### src/rtl/opcode_arbiter_pkg.sv
// Shared definitions for opcode_arbiter: FSM encodings, default sizes, one-hot helper.
// Optional fixed-priority build: define OPCODE_ARB_PRIO_EN.
package opcode_arbiter_pkg;

   localparam logic [1:0] ST_IDLE = 2'd0;
   localparam logic [1:0] ST_WAIT = 2'd1;
   localparam logic [1:0] ST_RESP = 2'd2;

   localparam int NREQ_DEF    = 4;
   localparam int OPW_DEF     = 4;
   localparam int AW_DEF      = 12;
   localparam int DW_DEF      = 32;
   localparam int ALU_LAT_DEF = 1;

   // Index of the set bit; vectors of up to 8 requesters.
   function automatic int onehot2idx(input logic [7:0] oh);
      int idx;
      idx = 0;
      for (int i = 0; i < 8; i++) begin
         if (oh[i]) idx = i;
      end
      return idx;
   endfunction

endpackage

### src/rtl/opcode_arbiter_rr_pick.sv
// Combinational winner select: round-robin from ptr, or lowest index when
// OPCODE_ARB_PRIO_EN is defined (ptr is then ignored).
module rr_pick #(
   parameter int NREQ = 4,
   parameter int PW   = 2
) (
   input  logic [NREQ-1:0] req,
   input  logic [PW-1:0]   ptr,
   output logic [NREQ-1:0] gnt
);

   logic found;
   int   idx;

`ifdef OPCODE_ARB_PRIO_EN
   always_comb begin
      gnt   = '0;
      found = 1'b0;
      idx   = 0;
      for (int k = 0; k < NREQ; k++) begin
         if (!found && req[k]) begin
            gnt[k] = 1'b1;
            found  = 1'b1;
         end
      end
   end
`else
   always_comb begin
      gnt   = '0;
      found = 1'b0;
      idx   = 0;
      for (int k = 0; k < NREQ; k++) begin
         idx = int'(ptr) + k;
         if (idx >= NREQ) idx = idx - NREQ;
         if (!found && req[idx]) begin
            gnt[idx] = 1'b1;
            found    = 1'b1;
         end
      end
   end
`endif

endmodule

### src/rtl/opcode_arbiter.sv
// Shares one clocked opcode ALU among NREQ requesters, one op in flight at a time.
// Define OPCODE_ARB_PRIO_EN for fixed priority (lowest index) instead of round-robin.
module opcode_arbiter
   import opcode_arbiter_pkg::*;
#(
   parameter int NREQ    = NREQ_DEF,
   parameter int OPW     = OPW_DEF,
   parameter int AW      = AW_DEF,
   parameter int DW      = DW_DEF,
   parameter int ALU_LAT = ALU_LAT_DEF
) (
   input  logic                clk,
   input  logic                rst_n,
   input  logic [NREQ-1:0]     req_valid,
   input  logic [NREQ*OPW-1:0] req_op,
   input  logic [NREQ*AW-1:0]  req_a,
   input  logic [NREQ*AW-1:0]  req_b,
   output logic [NREQ-1:0]     req_ready,
   output logic [NREQ-1:0]     resp_valid,
   output logic [DW-1:0]       resp_d,
   input  logic [NREQ-1:0]     resp_ready,
   output logic [OPW-1:0]      alu_op,
   output logic [AW-1:0]       alu_a,
   output logic [AW-1:0]       alu_b,
   input  logic [DW-1:0]       alu_d
);

   localparam int PW = (NREQ > 1) ? $clog2(NREQ) : 1;

   logic [1:0]                r_state;
   logic [NREQ-1:0]           r_gnt;
   logic [NREQ-1:0]           r_req_ready;
   logic [NREQ-1:0]           r_resp_valid;
   logic [DW-1:0]             r_resp_d;
   logic [OPW-1:0]            r_alu_op;
   logic [AW-1:0]             r_alu_a;
   logic [AW-1:0]             r_alu_b;
   logic [2:0]                r_lat;

   logic [PW-1:0]             w_ptr;
   logic [NREQ-1:0]           w_win;
   logic [PW-1:0]             w_win_idx;
   logic                      w_take;
   logic [NREQ-1:0][OPW-1:0]  w_op;
   logic [NREQ-1:0][AW-1:0]   w_a;
   logic [NREQ-1:0][AW-1:0]   w_b;

   assign w_op      = req_op;
   assign w_a       = req_a;
   assign w_b       = req_b;
   assign w_win_idx = PW'(onehot2idx(8'(w_win)));
   assign w_take    = |(resp_ready & r_gnt);

   rr_pick #(.NREQ(NREQ), .PW(PW)) u_pick (
      .req (req_valid),
      .ptr (w_ptr),
      .gnt (w_win)
   );

`ifdef OPCODE_ARB_PRIO_EN
   assign w_ptr = '0;
`else
   logic [PW-1:0] r_ptr;
   logic [PW-1:0] w_gnt_idx;

   assign w_gnt_idx = PW'(onehot2idx(8'(r_gnt)));
   assign w_ptr     = r_ptr;

   // Pointer moves past the served requester only once its result is taken.
   always_ff @(posedge clk or negedge rst_n) begin
      if (!rst_n) begin
         r_ptr <= '0;
      end else if (r_state == ST_RESP && w_take) begin
         r_ptr <= (w_gnt_idx == PW'(NREQ-1)) ? '0 : w_gnt_idx + PW'(1);
      end
   end
`endif

   always_ff @(posedge clk or negedge rst_n) begin
      if (!rst_n) begin
         r_state      <= ST_IDLE;
         r_gnt        <= '0;
         r_req_ready  <= '0;
         r_resp_valid <= '0;
         r_resp_d     <= '0;
         r_alu_op     <= '0;
         r_alu_a      <= '0;
         r_alu_b      <= '0;
         r_lat        <= '0;
      end else begin
         r_req_ready <= '0;
         case (r_state)
            ST_IDLE: begin
               if (|req_valid) begin
                  r_req_ready <= w_win;
                  r_gnt       <= w_win;
                  r_alu_op    <= w_op[w_win_idx];
                  r_alu_a     <= w_a[w_win_idx];
                  r_alu_b     <= w_b[w_win_idx];
                  r_lat       <= 3'(ALU_LAT);
                  r_state     <= ST_WAIT;
               end
            end
            ST_WAIT: begin
               // alu_d is valid at the ALU_LAT-th edge after the operands were loaded.
               if (r_lat == 3'd1) begin
                  r_resp_d     <= alu_d;
                  r_resp_valid <= r_gnt;
                  r_state      <= ST_RESP;
               end else begin
                  r_lat <= r_lat - 3'd1;
               end
            end
            ST_RESP: begin
               if (w_take) begin
                  r_resp_valid <= '0;
                  r_state      <= ST_IDLE;
               end
            end
            default: r_state <= ST_IDLE;
         endcase
      end
   end

   assign req_ready  = r_req_ready;
   assign resp_valid = r_resp_valid;
   assign resp_d     = r_resp_d;
   assign alu_op     = r_alu_op;
   assign alu_a      = r_alu_a;
   assign alu_b      = r_alu_b;

endmodule

### config.mk
export PLATFORM = sky130hd
export DESIGN_NAME = opcode_arbiter
export DESIGN_NICKNAME = d
export VERILOG_FILES = /design/src/rtl/opcode_arbiter_pkg.sv /design/src/rtl/opcode_arbiter_rr_pick.sv /design/src/rtl/opcode_arbiter.sv
export SDC_FILE = /design/constraint.sdc
export NUM_CORES = 1
export LEC_CHECK = 0
export ABC_AREA = 0
export BUFFER_PORTS_ARGS = -buffer_cell sky130_fd_sc_hd__buf_2
export CAP_MARGIN = 40
export CORE_ASPECT_RATIO = 0.7
export CORE_MARGIN = 3
export CORE_UTILIZATION = 46
export CTS_BUF_LIST = sky130_fd_sc_hd__clkbuf_16
export CTS_CLUSTER_DIAMETER = 120
export DETAILED_ROUTE_END_ITERATION = 7
export PLACE_DENSITY = 0.89
export SLEW_MARGIN = 20
export SYNTH_ARGS = -nofsm -noshare
export SYNTH_HDL_FRONTEND = slang
export SYNTH_HIERARCHICAL = 1
export SYNTH_SLANG_ARGS = --single-unit
### constraint.sdc
create_clock -name clk -period 4.2 [get_ports clk]
set_input_delay 0.21 -clock clk [delete_from_list [all_inputs] [get_ports clk]]
set_output_delay 0.21 -clock clk [all_outputs]
set_load 0.1 [all_outputs]
# Word level (Yosys, flattened, before mapping)
# Cells that the tools add are included.
[classes] addsub=9 magnitude_cmp=13 n_eq_ne=8 mux=56 bitwise=4 reduce_logical=21
[op_table] cell="32-bit by 1-bit >= comparator with 1-bit output (second input constant)" count=4
[op_table] cell="32-bit by 4-bit < comparator with 1-bit output (second input constant)" count=4
[op_table] cell="32-bit 2-to-1 mux" count=4
[op_table] cell="32-bit by 4-bit >= comparator with 1-bit output (second input constant)" count=3
[op_table] cell="32-bit by 4-bit subtractor with 32-bit output (second input constant)" count=3
[op_table] cell="12-bit binary-select mux with 2-bit select" count=2
[op_table] cell="4-bit 2-to-1 mux" count=9
[op_table] cell="12-bit 2-to-1 mux" count=2
[op_table] cell="1-bit 2-to-1 mux" count=17
[op_table] cell="2-bit 2-to-1 mux" count=8
[op_table] cell="4-bit OR" count=3
[op_table] cell="3-bit AND reduction" count=3
[op_table] cell="1-bit binary-select mux with 2-bit select" count=4
[op_table] cell="4-bit binary-select mux with 2-bit select" count=1
[op_table] cell="1-bit demux with 2-bit select" count=4
[op_table] cell="1-bit logical AND" count=8
[op_table] cell="2-bit != test (second input constant)" count=4
[op_table] cell="4-bit case mux with 2 select lines" count=1
[op_table] cell="4-bit OR reduction" count=2
[op_table] cell="2-bit by 2-bit adder with 3-bit output (second input constant)" count=2
[op_table] cell="3-bit 2-to-1 mux" count=2
[op_table] cell="2-bit case mux with 3 select lines" count=1
[op_table] cell="3-bit case mux with 2 select lines" count=1
[op_table] cell="4-bit AND" count=1
[op_table] cell="13 further kinds" count=18
[totals] regBits=79 input_bits=154 out_inout_bits=68 word_cells=121

# Logic depth before layout (Yosys ltp)
[depth] word_depth=20 mapped_depth=11 depth_no_buf=9

# Modules after synthesis
# Netlist, hierarchy kept.
[modules_own_cells] mod="opcode_arbiter" instances=1 cells_each=325 area_per_inst_um2=3880.0 seq_area_each_um2=1976.9
[modules_own_cells] mod="rr_pick" instances=1 cells_each=38 area_per_inst_um2=357.8 seq_area_each_um2=0.0

# Least setup slack after synthesis
# Ideal clock, no wire load.
[synth_path] path_type="reg2reg" start="reg r_ptr[0]" end="reg r_alu_b[7] (netlist: alu_b[7])" setup_ns=0.126 t_arrival_ns=2.958 required_time_ns=4.074 path_slack_ns=1.115 path_stages_with_launch=12 path_buffers=2 synth_period_minus_slack_ns=3.085 path_cell_list="dfrtp_1 > inv_1 > ha_1 > mux4_2 > nor4b_4 > nand2_1 > o211ai_1 > or2_2 > clkbuf_1 > clkbuf_1 > o221ai_1 > mux2_4"
[synth_via] word_cells_on_any_way=68 classes_between="7 x add/sub; 12 x order compare; 36 x mux; 3 x bitwise; 10 x reduce/logical"
[synth_lines] element="start: declaration" line_no="opcode_arbiter.sv:63" source="logic [PW-1:0] r_ptr;"
[synth_lines] element="start signal: assignment" line_no="opcode_arbiter.sv:74" source="r_ptr <= (w_gnt_idx == PW'(NREQ-1)) ? '0 : w_gnt_idx + PW'(1);"
[synth_lines] element="parallel branches: the longest is 14 deep, another holds 32-bit by 4-bit subtractor with 32-bit output"
[synth_lines] element="4-bit 2-to-1 mux (*)" line_no="opcode_arbiter_rr_pick.sv:35" source="if (!found && req[idx]) begin"
[synth_lines] element="via w_win[3]" line_no="opcode_arbiter.sv:41" source="logic [NREQ-1:0] w_win;"
[synth_lines] element="2-bit 2-to-1 mux (*)" line_no="opcode_arbiter_pkg.sv:20" source="if (oh[i]) idx = i;"
[synth_lines] element="12-bit binary-select mux with 2-bit select (*)" line_no="opcode_arbiter.sv:99" source="r_alu_b <= w_b[w_win_idx];"
[synth_lines] element="12-bit 2-to-1 mux (not written as such) (*)" line_no="opcode_arbiter.sv:99"
[synth_lines] element="end signal: assignment" line_no="opcode_arbiter.sv:99"
[synth_lines] element="end: declaration" line_no="opcode_arbiter.sv:37" source="logic [AW-1:0] r_alu_b;"
# Mark *: on every way through the listed nets, which the timed path passes. The select of a mux whose other input is x is not followed.
# A chain may end at the register's enable or synchronous reset.

# Worst setup path in the final report
[layout_path] start="reg r_ptr[0]" end="reg r_alu_a[0] (netlist: alu_a[0])"
[layout_via] elab_chain_len=20 word_cells_on_any_way=68 classes_between="7 x add/sub; 12 x order compare; 36 x mux; 3 x bitwise; 10 x reduce/logical"
[layout_rtl] element="parallel branches: the longest is 14 deep, another holds 32-bit by 4-bit subtractor with 32-bit output"
[layout_rtl] element="4-bit 2-to-1 mux (*)" line_no="opcode_arbiter_rr_pick.sv:35"
[layout_rtl] element="via w_win[1]" line_no="opcode_arbiter.sv:41"
[layout_rtl] element="1-bit 2-to-1 mux (*)" line_no="opcode_arbiter_pkg.sv:20"
[layout_rtl] element="2-bit 2-to-1 mux (*) (2 in a row)" line_no="opcode_arbiter_pkg.sv:20"
[layout_rtl] element="12-bit binary-select mux with 2-bit select (*)" line_no="opcode_arbiter.sv:98" source="r_alu_a <= w_a[w_win_idx];"
[layout_rtl] element="12-bit 2-to-1 mux (not written as such) (*)" line_no="opcode_arbiter.sv:98"
[layout_rtl] element="end signal: assignment" line_no="opcode_arbiter.sv:98"
[layout_rtl] element="end: declaration" line_no="opcode_arbiter.sv:36" source="logic [AW-1:0] r_alu_a;"
# Marks and branches as above.

==> flow_summary.yaml <==
die:
  coreArea_um2: 8690
  die_h_um: 86.3
  die_area_um2: 10400
  initial_utilization_pct: 48.8
  pin_count: 222
  die_width_um: 121
  rows: 28
synth:
  synth_compound_area_share_pct: 10.3
  syn_nets: 527
  syn_avg_cell_area_um2: 11.7
  mappedNetlistArea_um2: 4240
  synth_flop_cell: "dfrtp_1"
  ys_warn_count: 6
  synth_top_family_by_area: "multiplexers"
  synth-seq-cells: 79
  synth-seq-area-share_pct: 46.6
  yosysUniqueCellTypes: 38
  post_synth_fa_ha_maj_area_fraction_pct: 2.95
  synth-xor-area-share_pct: 0
  async_flop_share_pct: 100
  syn_inst: 363
  yosys.area_share.simple_pct: 10.0
  synth_edf_count: 0
  synthMuxAreaShare_pct: 26.2
routing:
  wl_per_cell_um: 16.8
  routed_via_density: 5.44
  drt_iter0_drc: 227
  drc: 0
  drtPass1Iterations: 5
  ant_nets: 0
  detailroute.via_count: 3816
  drt-total-wl_mm: 11.8
min_path:
  hp-class: "primary input to register"
  min_from: "alu_d[27]"
worst_setup_path:
  worstPathCellList: "inv_1, ha_1, mux4_2, nor2_1, nand2_1, o211ai_1, buf_12, mux2i_1, o221ai_1, mux2_4"
  worstSetupPathType: "register to register"
  startpoint: "r_ptr[0]$_DFFE_PN0P_"
  cp.arrival_ps: 3670
  cp_slowest_cell: "dfrtp_1"
  reg2reg_from: "r_ptr[0]$_DFFE_PN0P_"
  cp_max_fo: 26
  worstSetupStartpointType: "register"
  cp.buffers_inverters: 2
  slowest_delay_ps: 560
  critical_path.top_delay_family: "multiplexers"
  cp.required_ps: 4410
  endpoint_kind: "register"
cts:
  cts_sinks: 79
  cts_resized: 0
  clock_path_buffers: 2
  cts-root-buf: "clkbuf_16"
  htree_num_levels: 3
  cts.reportedPaths.clkPinSlew_ps: 60
  cts_hold_buf: 1
  insertion_delay_ps: 330
  cts_post_setup_buffers_inserted: 0
  cts_tree: "yes"
  numCtsBuffers: 9
flow_run:
  drv_cap: 0
cells_and_area:
  final_core_util_pct: 66.3
  final_common_cell: "buf_2"
  syn2layout_area_growth_pct: 36.0
  layout_common_cells: "buf_2 (220), dfrtp_1 (79), nand2_1 (63), mux2_2 (52), mux2i_1 (29)"
  fillers: 707
  final_nets: 742
  diodes: 0
  drive_above_1_share_pct: 53.3
sta:
  tightest_slew_ps: 654
  tns_ps: 0
  finalSetupViolCount: 0
  slew_viol_final: 0
  hold_ws_ps: 109
  min_period_ps: 3460
  hold_viol: 0
  finClkSkew_ps: 9.94
  fin_crit_sh_pct: 82.4
  maxSlewHeadroom_pct: 56.2
  max_freq_mhz: 289
  rsz0062_at_grt: "false"
  worst_slack_ps: 739
global_routing:
  grt_pass1_wl_mm: 18.6
  gr-total-overflow: 0
  antenna_found_initial: 0
  grt_use_total_pct: 22.5
  grt_pass1_vias: 3873
  grt_max_degree: 58
placed_design:
  place_ws_ps: 848
  hpwlAfterDp_mm: 8.90
  gp_congestion: 0.879
  io_buffer_count: 221
outcome:
  status: "finished clean"
==> worst register-to-register path, delay by kind of cell, from the launching register on <==
family | cells | cell delay, ps
flip-flops | 1 | 560
adder cells (fa/ha/maj) | 1 | 360
AND/OR/NAND/NOR | 2 | 240
buffers and inverters | 2 | 470
AO/OA/AOI/OAI | 2 | 730
multiplexers | 3 | 990
==> registers in the layout (all words and copies together), names as in the netlist, 3 cells and up <==
register    count
alu_b          12
req_ready       4
r_lat           3
alu_a          12
r_gnt           4
resp_valid      4
alu_op          4
resp_d         32
==> layer usage <==
layer	global-route usage, %	vias to the layer above	part of all wire [%]
met2	39.1	155	51
met3	6.20	20	6.6
met1	27.2	1881	40
met5	0	-	0
met4	7.92	0	2.0
li1	-	1760	-
==> final cells by class <==
type / instances / area, um2 / share of cell area (%)
Multi-Input combinational cell: 250 / 2100 / 36.5
Sequential cell: 79 / 1980 / 34.3
Timing Repair Buffer: 227 / 1180 / 20.5
Clock buffer: 9 / 225 / 3.91
Tap cell: 120 / 150 / 2.61
Clock inverter: 6 / 86.3 / 1.50
Inverter: 11 / 41.3 / 0.717
==> through the flow <==
step                      area [um2]  std cells
after global placement          5420        685
after CTS                       5760        702
after floorplan                 4240        363
after detailed placement        5440        686
final                           5760        702
after global routing            5760        702
==> final timing paths <==
check,slack [ps],cells past startpoint,end
min,110,2,resp_d[27]$_DFFE_PN0P_
min in group asynchronous,390,2,resp_d[27]$_DFFE_PN0P_
max,740,10,alu_a[0]$_DFFE_PN0P_
max in group asynchronous,3210,3,resp_d[24]$_DFFE_PN0P_
min reg2reg,500,1,alu_a[9]$_DFFE_PN0P_
max reg2reg,740,10,alu_a[0]$_DFFE_PN0P_
==> cell families (layout without fill, tap and decap cells) <==
logic type                 Yosys count  after routing
and+or+nand+nor                     88             88
AOI/OAI and AO/OA                   58             58
buffers and inverters               34            253
muxes                               94             94
DFF                                 79             79
adders and majority gates           10             10
==> Yosys cell counts, types with 2 or more instances <==
| cell | count | area (um2) |
|---|---|---|
| o2bb2ai_1 | 3 | 26.3 |
| o221ai_1 | 25 | 219 |
| a21o_1 | 4 | 30.0 |
| nand2b_1 | 3 | 18.8 |
| mux2_2 | 52 | 586 |
| mux4_1 | 2 | 52.6 |
| o21ai_0 | 2 | 10.0 |
| buf_1 | 3 | 11.3 |
| o22ai_1 | 4 | 25.0 |
| nor2_1 | 3 | 11.3 |
| nor3b_1 | 4 | 30.0 |
| mux2_4 | 9 | 135 |
| buf_6 | 2 | 22.5 |
| mux4_2 | 2 | 45.0 |
| a21oi_1 | 10 | 50.1 |
| mux2i_1 | 29 | 290 |
| buf_2 | 5 | 25.0 |
| a22oi_1 | 2 | 15.0 |
| inv_1 | 11 | 41.3 |
| nand2_1 | 63 | 236 |
| ha_1 | 10 | 125 |
| dfrtp_1 | 79 | 1980 |
| and3_1 | 4 | 25.0 |
| o211ai_1 | 4 | 30.0 |
| nor2b_1 | 4 | 25.0 |
| clkbuf_1 | 12 | 45.0 |
Power is left out: the tool's default activity adds up to more than one toggle a clock period on the data nets, which glitch-free logic cannot reach.
